[config.mk]
export PLATFORM = sky130hd
export DESIGN_NAME = pdm_decoder
export DESIGN_NICKNAME = d
export VERILOG_FILES = /design/src/rtl/pdm_decoder.sv
export SDC_FILE = /design/constraint.sdc
export NUM_CORES = 1
export LEC_CHECK = 0
export ABC_AREA = 0
export CORE_MARGIN = 2
export CORE_UTILIZATION = 65
export DETAILED_ROUTE_END_ITERATION = 16
export HOLD_SLACK_MARGIN = 0.06
export MAX_ROUTING_LAYER = met4
export PLACE_DENSITY = 0.83
export SETUP_SLACK_MARGIN = 0.05
export SYNTH_ARGS = -nofsm -noshare
export SYNTH_HDL_FRONTEND = slang
export SYNTH_SLANG_ARGS = --single-unit
[constraint.sdc]
create_clock -name clock -period 4.2 [get_ports clock]
set_clock_uncertainty 0.1 [all_clocks]
set_input_delay 0.84 -clock clock [delete_from_list [all_inputs] [get_ports clock]]
set_output_delay 0.84 -clock clock [all_outputs]
set_load 0.05 [all_outputs]
[src/rtl/pdm_decoder.sv]
`default_nettype none
// ============================================================================
//  Module      : pdm_decoder
//  Description : 1-bit PDM to unsigned PCM converter. Third-order CIC
//                decimator (ratio 2^LOG2_DECIMATION), saturation of the
//                single overflowing code and MSB alignment to NBITS.
//  Revision    : 1.0  initial release
// ============================================================================
module pdm_decoder #(
  parameter int LOG2_DECIMATION = 8,
  parameter int NBITS           = 24
) (
  input  logic             clock,
  input  logic             reset,
  input  logic             din_valid,
  input  logic             din,
  output logic [NBITS-1:0] dout,
  output logic             dout_valid
);

  // CIC gain in bits and internal modulo-2^W datapath width
  localparam int C_G = 3 * LOG2_DECIMATION;
  localparam int C_W = C_G + 1;

  localparam logic [LOG2_DECIMATION-1:0] C_CNT_ONE  = {{(LOG2_DECIMATION-1){1'b0}}, 1'b1};
  localparam logic [LOG2_DECIMATION-1:0] C_CNT_LAST = '1;
  localparam logic [1:0]                 C_SETTLED  = 2'd3;

  // Integrators (run at the input bit rate, wrap freely)
  logic [C_W-1:0] i1_q, i1_d;
  logic [C_W-1:0] i2_q, i2_d;
  logic [C_W-1:0] i3_q, i3_d;

  // Decimation phase and start-up settle count
  logic [LOG2_DECIMATION-1:0] cnt_q, cnt_d;
  logic [1:0]                 settle_q, settle_d;

  // Strobe walking through the comb pipeline: bit 0 is the decimation
  // strobe, bits 1..2 advance comb stages 2..3, bit 3 loads the output.
  // The tag travels alongside and says whether the sample may be flagged.
  logic [3:0] stb_q, stb_d;
  logic [3:0] tag_q, tag_d;

  // Comb stage outputs and their delay registers
  logic [C_W-1:0] c1_q, c1_d, z1_q, z1_d;
  logic [C_W-1:0] c2_q, c2_d, z2_q, z2_d;
  logic [C_W-1:0] c3_q, c3_d, z3_q, z3_d;

  // Output registers
  logic [NBITS-1:0] dout_q, dout_d;
  logic             dout_valid_q, dout_valid_d;

  logic [C_W-1:0]   din_ext;
  logic [C_G-1:0]   y_sat;
  logic [NBITS-1:0] y_aligned;

  assign din_ext = {{(C_W-1){1'b0}}, din};

  // Integrators, decimation counter, settle count and strobe launch
  always_comb begin
    i1_d     = i1_q;
    i2_d     = i2_q;
    i3_d     = i3_q;
    cnt_d    = cnt_q;
    settle_d = settle_q;
    stb_d    = {stb_q[2:0], 1'b0};
    tag_d    = {tag_q[2:0], 1'b0};
    if (din_valid) begin
      i1_d  = i1_q + din_ext;
      i2_d  = i2_q + i1_q;
      i3_d  = i3_q + i2_q;
      cnt_d = cnt_q + C_CNT_ONE;
      if (cnt_q == C_CNT_LAST) begin
        stb_d[0] = 1'b1;
        tag_d[0] = (settle_q == C_SETTLED);
        if (settle_q != C_SETTLED) begin
          settle_d = settle_q + 2'd1;
        end
      end
    end
  end

  // Comb pipeline: one differencing stage per cycle behind the strobe
  always_comb begin
    c1_d = c1_q;
    z1_d = z1_q;
    c2_d = c2_q;
    z2_d = z2_q;
    c3_d = c3_q;
    z3_d = z3_q;
    if (stb_q[0]) begin
      c1_d = i3_q - z1_q;
      z1_d = i3_q;
    end
    if (stb_q[1]) begin
      c2_d = c1_q - z2_q;
      z2_d = c1_q;
    end
    if (stb_q[2]) begin
      c3_d = c2_q - z3_q;
      z3_d = c2_q;
    end
  end

  // Only exactly 2^G can exceed G bits, so its top bit alone selects the clip
  assign y_sat = c3_q[C_G] ? {C_G{1'b1}} : c3_q[C_G-1:0];

  generate
    if (C_G >= NBITS) begin : g_trunc
      assign y_aligned = y_sat[C_G-1 -: NBITS];
    end else begin : g_shift
      assign y_aligned = {y_sat, {(NBITS-C_G){1'b0}}};
    end
  endgenerate

  // Output load: dout follows every period, dout_valid only once settled
  always_comb begin
    dout_d       = dout_q;
    dout_valid_d = stb_q[3] & tag_q[3];
    if (stb_q[3]) begin
      dout_d = y_aligned;
    end
  end

  // State registers, cleared immediately by the asynchronous reset
  always_ff @(posedge clock or negedge reset) begin
    if (!reset) begin
      i1_q         <= '0;
      i2_q         <= '0;
      i3_q         <= '0;
      cnt_q        <= '0;
      settle_q     <= '0;
      stb_q        <= '0;
      tag_q        <= '0;
      c1_q         <= '0;
      z1_q         <= '0;
      c2_q         <= '0;
      z2_q         <= '0;
      c3_q         <= '0;
      z3_q         <= '0;
      dout_q       <= '0;
      dout_valid_q <= 1'b0;
    end else begin
      i1_q         <= i1_d;
      i2_q         <= i2_d;
      i3_q         <= i3_d;
      cnt_q        <= cnt_d;
      settle_q     <= settle_d;
      stb_q        <= stb_d;
      tag_q        <= tag_d;
      c1_q         <= c1_d;
      z1_q         <= z1_d;
      c2_q         <= c2_d;
      z2_q         <= z2_d;
      c3_q         <= c3_d;
      z3_q         <= z3_d;
      dout_q       <= dout_d;
      dout_valid_q <= dout_valid_d;
    end
  end

  assign dout       = dout_q;
  assign dout_valid = dout_valid_q;

endmodule
`default_nettype wire

==> results.ini, run 1 <==
[timing]
tns_ns = 0
fin_crit_sh = 0.765
final-setup-viol-count = 0
worst_pin_slew_ns = 0.800
rsz0062_at_grt = false
hold_violations = 0
maxSlewViolCount = 0
fin_crit_ns = 3.21
max_freq_ghz = 0.311
slew_headroom = 0.453

[synth]
synth_nets = 1848
synth_edf_count = 0
synth_ff_type = dfrtp_1
synth_seq_cells = 268
syn-cell-area_um2 = 16200
synthMuxAreaShare = 0.0610
synthDistinctLibCells = 71
synth_warnings = 0
synth_fa_ha_area_frac = 0.102
synth_compound_area_frac = 0.185
synth_async_sr_flop_share = 1.00
synth-xor-area-share = 0.0681
ys_seq_area_frac = 0.414
synthCells = 1715
syn_avg_cell_area_um2 = 9.45
yosys.area_share.simple = 0.132
synth_top_family_by_area = compound AO/OA/AOI/OAI gates

[worst_hold_path]
hold_path.class = input pin to asynchronous set/reset pin

[grt]
antenna_found_initial = 0
grtUsageTotal = 0.271
overflow = 0
grt_max_degree = 96
grt_pass1_vias = 12479
grt_pass1_wl_mm = 58.2

[floorplan]
coreArea_um2 = 24400
die_h_um = 162
io_pins = 29
dieArea_um2 = 26200
die_x_um = 162
start_util = 0.665
rows = 57

[clocking]
cts_htree_levels = 1
clockBufferDepth = 3
ctsResizeCount = 0
post_cts_buffers = 0
hold_buffers = 0
cts_buffers = 29
cts_tree = done
cts.sinks = 268
cts_root_buf = clkbuf_16
clk_latency_ns = 0.56
cts.clk_slew.worst_paths_ns = 0.06

[final_layout]
layout-drive-gt1-share = 0.0991
num-fill-cells = 1769
final_net_count = 1856
areaGrowthSynthToFinish_pct = 10.2
instances_no_fill = 2070
n_antenna_cell = 0

[power]
power_mw = 8.94
power_switching_mw = 2.99
clkPwrFrac = 0.314
p_leak_nw = 8.45
power.internal_mw = 5.95
seq_power_share = 0.348
switching_share = 0.335
peakVddDrop_v = 0.000472
power_per_cell_area_nw_per_um2 = 501
pwr-share-comb = 0.338

[outcome]
status = finished, final reports clean

[placed_design]
dp_cells = 2016
dp_hpwl_mm = 23.8
port_buffers = 28
gp_congestion = 0.930

[worst_setup_path]
required_ns = 4.53
cp-start-kind = flip-flop
critPathArrivalTime_ns = 3.54
worst_path_max_delay_cell = a211oi_1
criticalPathCategory = flip-flop to flip-flop
max_stage_delay_ns = 0.46
crit_chain = ha_1 > fa_1 > a211oi_1 > o21bai_1 > a21oi_1 > o21ai_0 > a21oi_1 > o21ai_0 > xor2_1 > mux2_2
crit_fanout = 4
cp_num_buf_inv = 0
cp-end-kind = flip-flop
cp_top_family = compound AO/OA/AOI/OAI gates
rr_worst_depth = 10
crit_cells = 10

[detailed_routing]
drtIter0Drc = 767
drtAntennaViolNets = 0
viasPerCell = 6.00
vias = 12426
post_drt_wl_per_cell_um = 16.0
drt-total-wl_mm = 33.1
drc = 0
first_pass_iters = 5

[job]
drv_cap = 0

-- registers in the layout (all words and copies together), names as in the netlist, 25 cells and up --
register	count
i3_q	25
c3_q	25
z3_q	25
i1_q	25
z1_q	25
z2_q	25
c1_q	25
i2_q	25
c2_q	25
-- placed cells by master, fill, tap and decap left out, types with 49 or more instances in the layout --
cell,count
a21o_1,49
a21oi_1,147
dfrtp_1,265
ha_1,124
inv_1,100
mux2_2,82
nand2_1,163
nor2_1,121
o21ai_0,137
xnor2_1,90
-- cell type report --
class,instances,area (um^2),area share
flip-flops and latches,268,6710,0.376
clock inverters,14,231,0.0130
inverters,101,379,0.0212
repair buffers,41,403,0.0226
multi-input cells,1282,8880,0.497
clock buffers,40,847,0.0474
well taps,324,405,0.0227
-- per-layer routing --
metal | vias up | share of wire | track usage | wire [um]
li1 | 6126 | - | - | -
met1 | 6017 | 0.42 | 0.321 | 14100
met2 | 213 | 0.52 | 0.488 | 17200
met3 | 70 | 0.030 | 0.0296 | 988
met4 | 0 | 0.025 | 0.0817 | 830
met5 | - | 0 | - | 0
-- worst reg2reg max path: cells and delay by family, from the launching register on --
kind / cells / cell delay, ns
AO/OA/AOI/OAI: 6 / 1.49
adder cells (fa/ha/maj): 2 / 0.68
flip-flops: 1 / 0.41
multiplexers: 1 / 0.26
XOR/XNOR: 1 / 0.16
-- Yosys cell counts (all sizes together) (5+ instances only) --
cell	n	share of area
nor3b	6	0.0028
a21o	51	0.024
buf	12	0.0031
nor2	121	0.028
o211ai	15	0.0069
o221ai	5	0.0027
nand2b	16	0.0062
a211o	9	0.0049
o21ai	139	0.043
dfrtp	268	0.41
mux2i	5	0.0031
a31oi	11	0.0050
clkbuf	52	0.012
inv	100	0.023
nor3	25	0.0084
ha	124	0.096
a211oi	9	0.0042
and3	23	0.0092
o2111ai	7	0.0042
o21a	20	0.0093
nand2	163	0.038
o21bai	10	0.0046
xor2	36	0.019
nand3	32	0.0099
a21boi	5	0.0023
fa	5	0.0062
and2	8	0.0031
nand4	30	0.012
a311oi	5	0.0027
xnor2	90	0.049
nor2b	15	0.0058
a21oi	149	0.046
mux2	83	0.058
o31ai	7	0.0032
a41oi	5	0.0027
a2111oi	6	0.0032
-- cell families after synthesis --
logic type,count (synthesis)
AO/OA/AOI/OAI,480
multiplexers,88
adder cells (fa/ha/maj),129
XOR/XNOR,126
buffers and inverters,165
flip-flops,268
AND/OR/NAND/NOR,459
-- power groups by stage --
| stage | sequential, mW | combinational [mW] | clock (mW) |
|---|---|---|---|
| after floorplan | 3.05 | 2.39 | 0 |
| after CTS | 3.11 | 2.99 | 2.86 |
| after global placement | 3.13 | 2.86 | 0 |
| after detailed placement | 3.15 | 2.96 | 0 |
| after global routing | 3.15 | 3.39 | 2.97 |
| final | 3.11 | 3.02 | 2.81 |
-- final timing paths --
check	startpoint	to	slack [ns]
setup / recovery	i2_q[0]	i3_q[20]	0.99
hold / removal	reset	c3_q[0]	0.17
setup reg to reg	i2_q[0]	i3_q[20]	0.99
hold reg to reg	tag_q[2]	tag_q[3]	0.25
max in group asynchronous	reset	stb_q[2]	2.92
min in group clock	tag_q[2]	tag_q[3]	0.25
-- per-stage QoR --
step	util	worst slack, ns	hold WS (ns)	instance area, um^2
final	0.732	0.988	0.173	17900
after global routing	0.732	0.730	0.264	17900
after CTS	0.732	0.989	0.231	17900
after detailed placement	0.688	1.01	0.241	16800
after global placement	0.688	1.08	0.236	16800
after floorplan	-	1.45	0.231	16200
Power figures use the tool's default switching activity.
==> run 2: changes to the inputs <==
- CORE_UTILIZATION: 65 -> 57
- PLACE_DENSITY: 0.83 -> 0.77
- clock period: 4.2 -> 2.9 ns (I/O delays scaled with it)
==> results.ini, run 2 (synthesis results as in run 1) <==
[outcome]
status = finished, final reports clean  ; unchanged

[final_layout]
instances_no_fill = 2177  ; was 2070
final_cell_mix = 263 x dfrtp_1, 163 x nand2_1, 139 x a21oi_1  ; was 265 x dfrtp_1, 163 x nand2_1, 147 x a21oi_1
fin_util = 0.666  ; was 0.732
num-fill-cells = 2175  ; was 1769
final_net_count = 1908  ; was 1856
layout-drive-gt1-share = 0.147  ; was 0.0991
n_antenna_cell = 0  ; unchanged
post-route-cell-area_um2 = 18500  ; was 17900 um^2
layout_commonest_cell = dfrtp_1  ; unchanged
areaGrowthSynthToFinish_pct = 14.4  ; was 10.2%

[clocking]
cts.clk_slew.worst_paths_ns = 0.06  ; about the same
clk_latency_ns = 0.57  ; was 0.56 ns
cts_tree = done  ; unchanged
clockBufferDepth = 3  ; unchanged
cts_root_buf = clkbuf_16  ; unchanged
cts.sinks = 268  ; unchanged
cts_htree_levels = 1  ; unchanged
cts_buffers = 30  ; was 29

[power]
switching_share = 0.344  ; was 0.335
pwr-share-comb = 0.371  ; was 0.338
power_per_cell_area_nw_per_um2 = 722  ; was 501 nW/um^2
peakVddDrop_v = 0.000627  ; was 0.000472 V
power_switching_mw = 4.61  ; was 2.99 mW
clkPwrFrac = 0.292  ; was 0.314
power.internal_mw = 8.78  ; was 5.95 mW
power_mw = 13.4  ; was 8.94 mW
seq_power_share = 0.338  ; was 0.348
p_leak_nw = 8.72  ; was 8.45 nW

[timing]
maxSlewViolCount = 0  ; unchanged
tns_ns = 0  ; unchanged
worst_pin_slew_ns = 0.732  ; was 0.800 ns
worst_hold_slack_ns = 0.246  ; was 0.173 ns
fin_crit_sh = 0.962  ; was 0.765
hold_violations = 0  ; unchanged
max_freq_ghz = 0.358  ; was 0.311 GHz
setup_ws_ns = 0.110  ; was 0.988 ns
fin_crit_ns = 2.79  ; was 3.21 ns
final-setup-viol-count = 0  ; unchanged
rsz0062_at_grt = true  ; was false
slew_headroom = 0.512  ; was 0.453

[placed_design]
gp_congestion = 0.903  ; was 0.930
place_ws_ns = -0.176  ; was 1.01 ns
port_buffers = 28  ; unchanged
dp_cells = 2108  ; was 2016
place_area_um2 = 17200  ; was 16800 um^2
dp_hpwl_mm = 24.2  ; was 23.8 mm

[worst_setup_path]
r2r_start = i1_q[1]  ; was i2_q[0]
critPathArrivalTime_ns = 3.12  ; was 3.54 ns
cp-startpoint = i1_q[1]  ; was i2_q[0]
criticalPathCategory = flip-flop to flip-flop  ; unchanged
cp-start-kind = flip-flop  ; unchanged
cp-end-kind = flip-flop  ; unchanged
required_ns = 3.23  ; was 4.53 ns
crit_fanout = 5  ; was 4

[grt]
met3_usage = 0.0244  ; was 0.0296
overflow = 0  ; unchanged
grtUsageMet1 = 0.270  ; was 0.321
grt_max_degree = 82  ; was 96
grtUsageTotal = 0.231  ; was 0.271
grt_util_met2 = 0.417  ; was 0.488
grt_busiest_layer = met2  ; unchanged
grt_pass1_vias = 12384  ; was 12479
grt_pass1_wl_mm = 57.3  ; was 58.2 mm
antenna_found_initial = 0  ; unchanged

[detailed_routing]
viasPerCell = 5.71  ; was 6.00
drc = 0  ; unchanged
drt-total-wl_mm = 33.6  ; was 33.1 mm
first_pass_iters = 5  ; unchanged
post_drt_wl_per_cell_um = 15.4  ; was 16.0 um
drtIter0Drc = 826  ; was 767
vias = 12425  ; was 12426
drtAntennaViolNets = 0  ; unchanged

[floorplan]
die_x_um = 173  ; was 162 um
io_pins = 29  ; unchanged
coreArea_um2 = 27900  ; was 24400 um^2
start_util = 0.582  ; was 0.665
rows = 61  ; was 57
dieArea_um2 = 29800  ; was 26200 um^2
die_h_um = 173  ; was 162 um

[worst_hold_path]
hold_path.class = flip-flop to flip-flop  ; was input pin to asynchronous set/reset pin
min_from = tag_q[0]

[job]
drv_cap = 0  ; unchanged

run 2: cell types whose count changed in the layout (fill, tap and decap cells not counted), moves of 5 or more:
cell	previous run	this run
a21oi_2	2	10
ha_1	124	116
ha_4	0	5
o21ai_0	137	132
buf_4	11	57
a21oi_1	147	139
run 2: repair_timing:
action	4_1_cts	5_1_grt
buffers inserted	0	12
resized for setup	11	46
hold buffers	1	0
pin swaps	3	30
endpoints found under the setup margin	16	27
endpoints found under the hold margin	73	0
run 2: per-layer routing:
| layer | wire length (um) | vias to the layer above |
|---|---|---|
| li1 | - | 6223 |
| met1 | 14500 | 5924 |
| met2 | 17200 | 205 |
| met3 | 892 | 73 |
| met4 | 987 | 0 |
| met5 | 0 | - |
run 2: final cells by class:
cell class	instances	area (um^2)	area share
Multi-Input combinational cell	1282	9110	0.491
Sequential cell	268	6710	0.362
Clock buffer	41	872	0.0470
Timing Repair Buffer	92	830	0.0447
Tap cell	378	473	0.0255
Inverter	101	379	0.0204
Clock inverter	15	170	0.00917
run 2: worst max-delay path: stages, from the launching register on:
cell	delay, ns
dfrtp_1	0.41
buf_6	0.14
ha_4	0.22
a21o_1	0.16
a21o_1	0.18
a211o_1	0.33
a21o_4	0.25
and3_4	0.17
nor3_4	0.31
xnor2_1	0.12
mux2_4	0.26
run 2: power groups by stage:
stage	Sequential [mW]	Combinational, mW	Clock (mW)
finish	4.52	4.96	3.91
global route	4.58	5.50	4.15
CTS	4.49	4.66	3.99
detailed placement	4.55	4.56	0
global placement	4.52	4.43	0
floorplan	4.41	3.46	0
run 2: path summary, 6_finish.rpt:
kind	depth (start not counted)	slack [ns]	end
max	10	0.11	i2_q[19]
min	0	0.25	tag_q[1]
max reg2reg	10	0.11	i2_q[19]
min reg2reg	0	0.25	tag_q[1]
max in group asynchronous	3	1.46	z1_q[23]
min in group asynchronous	2	0.50	dout[1]
==> run 3: changes to the inputs <==
- CORE_MARGIN: 2 -> 10
- SETUP_SLACK_MARGIN: 0.05 -> 0.5
==> results.ini, run 3 (synthesis results as in run 1) <==
[outcome]
status = finished, final reports clean  ; unchanged

[detailed_routing]
met1_length_mm = 16.5  ; was 14.5 mm
post_drt_wl_per_cell_um = 17.4  ; was 15.4 um
vias = 13265  ; was 12425
wl_met3_mm = 1.33  ; was 892 um
drtIter0Drc = 887  ; was 826
dr_wl_met2_mm = 19.9  ; was 17.2 mm
top_layer = met4  ; unchanged
drtAntennaViolNets = 0  ; unchanged
drt-total-wl_mm = 38.9  ; was 33.6 mm
viasPerCell = 5.93  ; was 5.71
first_pass_iters = 5  ; unchanged
drc = 0  ; unchanged

[worst_setup_path]
cp-end-kind = flip-flop  ; unchanged
criticalPathCategory = flip-flop to flip-flop  ; unchanged
required_ns = 3.26  ; was 3.23 ns
cp-start-kind = flip-flop  ; unchanged
rr_worst_depth = 11  ; was 10
crit_fanout = 3  ; was 5
r2r-end = c2_q[24]  ; was i2_q[19]
regToRegSetupSlack_ns = 0.15  ; was 0.11 ns
cp-startpoint = z2_q[0]  ; was i1_q[1]
critPathArrivalTime_ns = 3.11  ; was 3.12 ns
r2r_start = z2_q[0]  ; was i1_q[1]

[grt]
overflow = 0  ; unchanged
grt_pass1_wl_mm = 63.4  ; was 57.3 mm
antenna_found_initial = 0  ; unchanged
grt_max_degree = 80  ; was 82
grtUsageTotal = 0.210  ; was 0.231
grt_pass1_vias = 13210  ; was 12384

[timing]
maxSlewViolCount = 0  ; unchanged
rsz0062_at_grt = true  ; unchanged
fin_crit_ns = 2.75  ; was 2.79 ns
worst_pin_slew_ns = 0.767  ; was 0.732 ns
fin_crit_sh = 0.949  ; was 0.962
setup_ws_ns = 0.149  ; was 0.110 ns
tns_ns = 0  ; unchanged
slew_headroom = 0.489  ; was 0.512
worst_hold_slack_ns = 0.247  ; was 0.246 ns
max_freq_ghz = 0.363  ; was 0.358 GHz
final-setup-viol-count = 0  ; unchanged
hold_violations = 0  ; unchanged

[placed_design]
dp_hpwl_mm = 23.9  ; was 24.2 mm
dp_cells = 2078  ; was 2108
place_ws_ns = 0.136  ; was -0.176 ns
gp_congestion = 0.926  ; was 0.903
port_buffers = 28  ; unchanged

[clocking]
clockBufferDepth = 3  ; unchanged
clk_latency_ns = 0.58  ; was 0.57 ns
cts.clk_slew.worst_paths_ns = 0.07  ; was 0.06 ns
cts_tree = done  ; unchanged
cts_root_buf = clkbuf_16  ; unchanged
cts_buffers = 29  ; was 30
cts_htree_levels = 1  ; unchanged
cts.sinks = 268  ; unchanged

[job]
drv_cap = 0  ; unchanged

[worst_hold_path]
holdPathEnd = tag_q[1]  ; unchanged
hold_depth = 0  ; unchanged
hold_path.class = flip-flop to flip-flop  ; unchanged
min_from = tag_q[0]  ; unchanged

[power]
p_leak_nw = 9.47  ; was 8.72 nW
power_per_cell_area_nw_per_um2 = 750  ; was 722 nW/um^2
peakVddDrop_v = 0.000680  ; was 0.000627 V

[final_layout]
areaGrowthSynthToFinish_pct = 25.2  ; was 14.4%
layout_commonest_cell = dfrtp_1  ; unchanged
final_cell_mix = 254 x dfrtp_1, 157 x nand2_1, 118 x nor2_1  ; was 263 x dfrtp_1, 163 x nand2_1, 139 x a21oi_1
n_antenna_cell = 0  ; unchanged
final_net_count = 1968  ; was 1908
layout-drive-gt1-share = 0.255  ; was 0.147
instances_no_fill = 2236  ; was 2177

[floorplan]
dieArea_um2 = 35600  ; was 29800 um^2
start_util = 0.580  ; was 0.582
die_x_um = 189  ; was 173 um
die_h_um = 189  ; was 173 um
coreArea_um2 = 27900  ; about the same
rows = 61  ; unchanged
io_pins = 29  ; unchanged

[run 3: cell count changes in the layout (fill, tap and decap cells not counted), moves of 13 or more]
cell | before | now
o21ai_0 | 132 | 115
buf_6 | 1 | 32
ha_1 | 116 | 76
a21oi_1 | 139 | 115
mux2_4 | 2 | 25
buf_4 | 57 | 87
dlygate4sd2_1 | 0 | 25
ha_4 | 5 | 33
clkdlybuf4s50_1 | 26 | 1
a21oi_2 | 10 | 23
mux2_2 | 81 | 58
[run 3: layout make-up]
type	count	area, um^2
clock buffers	37	806
clock inverters	17	235
fillers	1933	7630
inverters	101	379
multi-input cells	1282	10300
flip-flops and latches	268	6720
well taps	378	473
repair buffers	153	1370
[run 3: worst max-delay path, stage by stage, from the launching register on]
cell	delay, ns
dfrtp_1	0.39
ha_2	0.21
fa_2	0.39
nor2b_4	0.16
o31ai_4	0.08
a21oi_4	0.18
buf_6	0.13
nand3_4	0.07
a211o_4	0.37
o221ai_2	0.18
xnor2_1	0.11
mux2_2	0.26
[run 3: report_power, final]
group	switching, mW	internal [mW]	leakage (nW)
logic	3.27	3.36	5.35
clock network	1.58	2.42	0.505
registers	0.504	4.10	3.61
total	5.35	9.87	9.47
[run 3: how the worst max path moves through the flow]
stage / end
final: c2_q[24]
after detailed placement: i3_q[18]
after global routing: i2_q[20]
after global placement: i3_q[20]
after floorplan: i3_q[18]
after CTS: i3_q[18]
[run 3: routing by layer]
metal  up-vias  track usage
met3       106       0.0268
li1       6349            -
met2       328        0.367
met5         -            -
met4         0       0.0647
met1      6482        0.249
[run 3: metrics by stage]
| stage | utilization | cell area [um^2] | total power [mW] |
|---|---|---|---|
| floorplan | - | 16300 | 8.01 |
| global placement | 0.611 | 17100 | 8.90 |
| detailed placement | 0.611 | 17100 | 9.04 |
| CTS | 0.695 | 19400 | 14.2 |
| global route | 0.727 | 20300 | 16.1 |
| finish | 0.727 | 20300 | 15.2 |
[run 3: timing repair]
| item | in CTS | in global routing |
|---|---|---|
| cloned | 0 | 0 |
| pin swaps | 72 | 71 |
| hold buffers | 1 | 0 |
| resized for setup | 186 | 130 |
| buffers inserted | 63 | 40 |
| setup endpoints to repair | 87 | 77 |
| hold endpoints to repair | 65 | 0 |
